===== config.mk =====
export PLATFORM = sky130hd
export DESIGN_NAME = oc8051_procarbiter_n
export DESIGN_NICKNAME = d
export VERILOG_FILES = /design/src/rtl/oc8051_procarbiter_n.sv
export SDC_FILE = /design/constraint.sdc
export NUM_CORES = 1
export LEC_CHECK = 0
export ABC_CLOCK_PERIOD_IN_PS = 3300
export CAP_MARGIN = 20
export CORE_MARGIN = 2
export CORE_UTILIZATION = 20
export DETAILED_ROUTE_END_ITERATION = 10
export PLACE_DENSITY = 0.85
export SLEW_MARGIN = 20
export SYNTH_ARGS = -nofsm -noshare
export SYNTH_HDL_FRONTEND = slang
export SYNTH_SLANG_ARGS = --single-unit

===== constraint.sdc =====
create_clock -name clk -period 3.3 [get_ports clk]
set_input_delay 0.33 -clock clk [delete_from_list [all_inputs] [get_ports clk]]
set_output_delay 0.33 -clock clk [all_outputs]
set_load 0.01 [all_outputs]

===== src/rtl/oc8051_procarbiter_n.sv =====
// N-way arbiter sharing one external bus port between several oc8051 cores.
// Selection is fixed priority or round-robin. An optional watchdog releases a
// bus whose transaction never receives ack_i.
module oc8051_procarbiter_n #(
    parameter int unsigned N_PROC  = 2,
    parameter int unsigned AW      = 16,
    parameter int unsigned DW      = 8,
    parameter int unsigned RR      = 1,
    parameter int unsigned TIMEOUT = 0,
    parameter int unsigned IW      = (N_PROC > 2) ? $clog2(N_PROC) : 1
) (
    input  logic                 clk,
    input  logic                 rst,
    input  logic [N_PROC-1:0]    stb_i,
    input  logic [N_PROC-1:0]    wr_i,
    input  logic [N_PROC*AW-1:0] addr_i,
    input  logic [N_PROC*DW-1:0] wdata_i,
    input  logic [N_PROC-1:0]    priv_i,
    input  logic [N_PROC*16-1:0] dpc_i,
    output logic [N_PROC-1:0]    ack_o,
    output logic [N_PROC-1:0]    err_o,
    output logic [DW-1:0]        rdata_o,
    output logic                 stb_o,
    output logic                 wr_o,
    output logic [AW-1:0]        addr_o,
    output logic [DW-1:0]        wdata_o,
    output logic                 priv_o,
    output logic [15:0]          dpc_o,
    input  logic                 ack_i,
    input  logic [DW-1:0]        rdata_i,
    output logic [IW-1:0]        sel_o
);

    typedef enum logic [0:0] {StIdle, StBusy} state_e;

    // Watchdog compare value; unused when the watchdog is disabled.
    localparam logic [15:0] CountLimit = (TIMEOUT == 0) ? 16'd0 : 16'(TIMEOUT - 1);
    // Start with the last-served pointer on the top core so core 0 wins first.
    localparam logic [IW-1:0] LastInit = IW'(N_PROC - 1);

    state_e            state_q, state_d;
    logic [IW-1:0]     holder_q, holder_d;
    logic [IW-1:0]     last_q, last_d;
    logic [15:0]       count_q, count_d;
    logic [N_PROC-1:0] err_q, err_d;
    logic [IW-1:0]     winner;
    logic [IW-1:0]     sel;

    // Winner search: descending loops so the lowest qualifying index is the
    // final assignment; under round-robin, any requester above last overrides
    // the wrapped (lowest overall) candidate.
    always_comb begin
        winner = holder_q;
        for (int j = N_PROC - 1; j >= 0; j--) begin
            if (stb_i[j]) begin
                winner = IW'(j);
            end
        end
        if (RR != 0) begin
            for (int j = N_PROC - 1; j >= 0; j--) begin
                if (stb_i[j] && (j > int'(last_q))) begin
                    winner = IW'(j);
                end
            end
        end
    end

    // Bus mux: the current winner drives the bus while idle, the holder while busy.
    always_comb begin
        sel        = (state_q == StIdle) ? winner : holder_q;
        sel_o      = sel;
        stb_o      = stb_i[sel];
        wr_o       = wr_i[sel];
        priv_o     = priv_i[sel];
        addr_o     = addr_i[int'(sel)*AW +: AW];
        wdata_o    = wdata_i[int'(sel)*DW +: DW];
        dpc_o      = dpc_i[int'(sel)*16 +: 16];
        rdata_o    = rdata_i;
        ack_o      = '0;
        ack_o[sel] = ack_i;
        err_o      = err_q;
    end

    // Next-state logic for the grant FSM, pointers and watchdog.
    always_comb begin
        state_d  = state_q;
        holder_d = holder_q;
        last_d   = last_q;
        count_d  = count_q;
        err_d    = '0;
        case (state_q)
            StIdle: begin
                if (|stb_i) begin
                    holder_d = winner;
                    if (ack_i) begin
                        // Single-cycle transfer completes without entering BUSY.
                        last_d = winner;
                    end else begin
                        state_d = StBusy;
                        count_d = '0;
                    end
                end
            end
            StBusy: begin
                if (ack_i) begin
                    state_d = StIdle;
                    last_d  = holder_q;
                end else if ((TIMEOUT != 0) && (count_q == CountLimit)) begin
                    err_d[holder_q] = 1'b1;
                    state_d         = StIdle;
                    last_d          = holder_q;
                end else if (count_q != 16'hFFFF) begin
                    count_d = count_q + 16'd1;
                end
            end
            default: begin
                state_d = StIdle;
            end
        endcase
    end

    // State registers with synchronous reset; reset drops any open transaction silently.
    always_ff @(posedge clk) begin
        if (rst) begin
            state_q  <= StIdle;
            holder_q <= '0;
            last_q   <= LastInit;
            count_q  <= '0;
            err_q    <= '0;
        end else begin
            state_q  <= state_d;
            holder_q <= holder_d;
            last_q   <= last_d;
            count_q  <= count_d;
            err_q    <= err_d;
        end
    end

endmodule


==> impl_metrics.py <==
metrics = {
    "floorplan": {
        "initial_core_util": 0.2070,
        "core_um2": 3633,
        "dieArea_um2": 4266,
        "io_pins": 153,
        "rows": 22,
        "die_w_um": 65.32,
        "die-height_um": 65.32,
    },
    "timing": {
        "max_freq_mhz": 345.8,
        "period_share": 0.8764,
        "report.final.slew_viol_count": 0,
        "period_minus_slack_ns": 2.892,
        "tns_ns": 0,
        "setup_viol": 0,
        "rsz0062_at_grt": "false",
        "clock_skew_ns": 0.0005223,
        "final-hold-violation-count": 0,
        "tightest_slew_ns": 0.5290,
        "max-slew-margin-rel": 0.6468,
    },
    "setup_path": {
        "worstPathMaxFanout": 32,
        "critPathKind": "input port to output port",
        "r2r_cells": 4,
        "r2r_setup_slack_ns": 1.87,
        "critPathRequiredTime_ns": 2.97,
        "crit_path_start_kind": "input port",
        "reg2reg_from": "state_q",
        "crit_family": "buffers and inverters",
        "arrival_ns": 2.56,
        "crit_path_max_incr_delay_ns": 0.50,
        "worstSetupEndpointType": "output port",
        "cpMaxStageDelayCell": "clkdlybuf4s50_1",
        "critPathBufInv": 3,
        "worstPathCellList": "clkdlybuf4s50_1 -> nor2b_1 -> o2bb2ai_4 -> buf_12 -> mux2_1 -> clkdlybuf4s50_1",
        "reg2reg_to": "holder_q",
        "crit_top_cell": "clkdlybuf4s50_1",
    },
    "global_route": {
        "grt_max_degree": 33,
        "first_global_vias": 1087,
        "antenna_found_initial": 0,
        "overflow": 0,
        "grt_pass1_wl_um": 5023,
        "grt_usage": 0.1485,
    },
    "yosys": {
        "synthSimpleGateAreaFrac": 0.06156,
        "async_flop_share": 0,
        "yosysSeqAreaShare": 0.07987,
        "synth_area_um2": 752.0,
        "ys_ff_latch": 3,
        "synth_top_family_by_area": "multiplexers",
        "synth_cells": 77,
        "synth-compound-area-share": 0.03827,
        "muxShareOfSynthArea": 0.6439,
        "yosysUniqueCellTypes": 16,
        "synth_area_leaders": "mux2_1 64%, buf_4 11%, dfxtp_1 8.0%",
        "yosysWarnings": 0,
        "synth_top_area_frac": 0.6439,
        "synthAdderAreaFrac": 0,
        "synth_flop_cell": "dfxtp_1",
        "synthXorXnorAreaFrac": 0,
        "synth_edf_count": 0,
        "synth.avg_cell_area_um2": 9.766,
        "synthTopCellsByCount": "43 x mux2_1, 11 x buf_4, 3 x buf_6, 3 x dfxtp_1",
        "synth_top_area_cell": "mux2_1",
        "yosysMostFrequentCell": "mux2_1",
    },
    "power_and_ir_drop": {
        "power_density_nw_per_um2": 229.9,
        "leakagePower_nw": 0.8029,
        "ir_worst_vdd_mv": 0.1772,
    },
    "detailed_routing": {
        "initialDrtViolationCount": 17,
        "wl_per_cell_um": 13.14,
        "vias_per_cell": 4.208,
        "first_pass_iters": 2,
        "wl_um": 3285,
        "drc": 0,
        "postRouteAntennaNets": 0,
        "vias": 1052,
    },
    "worst_hold_path": {
        "min_path_cells": 1,
        "holdCritPathClass": "flip-flop to flip-flop",
        "hold_end": "last_q",
        "hold_path.startpoint": "last_q",
    },
    "layout": {
        "diodes": 0,
        "area_growth_pct": 181.9,
        "final_area_um2": 2120,
        "layout.nets": 300,
        "final_layout_size_suffix_gt1_frac": 0.02475,
    },
    "clock_network": {
        "clock_latency_ns": 0.21,
        "cts_tree": "yes",
        "postCtsSetupRepairBufs": 0,
        "ctsHoldBuffers": 0,
        "clkTransAtPathRegs_ns": 0.03,
        "root_buffer": "clkbuf_8",
        "cts_buffers": 3,
        "htreeDepth": 1,
        "cts_buffer_depth": 2,
        "cts_resized": 0,
        "clock-sinks": 3,
    },
    "place": {
        "io_buffer_count": 134,
        "hpwlAfterDp_um": 2747,
        "placedInstanceArea_um2": 2074,
        "routabilityCongestion": 0.7219,
    },
    "run_status": {
        "status": "finished clean",
    },
    "flow_run": {
        "maxCapViolations": 0,
    },
}
## state kept, by name (all words and copies together), names as in the netlist
| name | count |
|---|---|
| holder_q | 1 |
| last_q | 1 |
| state_q | 1 |
## layout by cell type (no fill, tap or decap), drive strengths merged
cell           synthesis  layout
conb                   1       2
nand2                  1       1
and2                   1       1
nor3                   2       2
inv                    2       2
o21ai                  2       2
o2bb2ai                1       1
buf                   15       1
mux2                  43      43
clkbuf                 0       4
nand2b                 1       1
nor2b                  2       2
dfxtp                  3       3
nor2                   2       2
a221o                  1       1
clkdlybuf4s50          0     134
## metal layers
| metal | up-vias | GRT usage | part of all wire |
|---|---|---|---|
| met5 | - | 0 | 0 |
| met2 | 73 | 0.2755 | 0.52 |
| li1 | 513 | - | - |
| met4 | 0 | 0.02604 | 0 |
| met1 | 466 | 0.1701 | 0.37 |
| met3 | 0 | 0.04110 | 0.11 |
## logic make-up (layout without fill, tap and decap cells)
group                  count (synthesis)  in the layout
buffers and inverters                 17            141
AOI/OAI and AO/OA                      4              4
muxes                                 43             43
and+or+nand+nor                        9              9
other                                  1              2
DFF                                    3              3
## metrics by stage
stage                     setup WS (ns)  power, mW  utilization  cells  hold WS, ns
after floorplan                   1.668     0.1725            -     78       0.4024
after global placement           0.4030     0.3797       0.5709    246       0.4636
after detailed placement         0.3867     0.3823       0.5709    246       0.4706
after CTS                        0.3623     0.4934       0.5833    250       0.4779
after global routing             0.2803     0.5173       0.5833    250       0.4933
final                            0.4080     0.4873       0.5833    250       0.4780
## worst max-delay path by stage
stage | startpoint | to | slack (ns) | cells after the start
floorplan | stb_i[1] | addr_o[0] | 1.67 | 5
global placement | stb_i[1] | dpc_o[12] | 0.40 | 6
detailed placement | stb_i[1] | dpc_o[12] | 0.39 | 6
CTS | stb_i[1] | dpc_o[12] | 0.36 | 6
global route | stb_i[1] | dpc_o[12] | 0.28 | 6
finish | stb_i[1] | dpc_o[12] | 0.41 | 6
## power breakdown
part	switching (mW)	internal, mW
clock network	0.0245	0.0824
logic	0.106	0.233
registers	0.00233	0.0392
total	0.133	0.354
## area by class of cell
cell class / count / area (µm²)
tap: 48 / 60.06
inverter: 2 / 7.507
timing repair buffer: 135 / 1361
multi-input combinational: 58 / 585.6
sequential: 3 / 60.06
clock buffer: 4 / 45.04
fill: 333 / 1514
(Power assumes the default switching activity.)
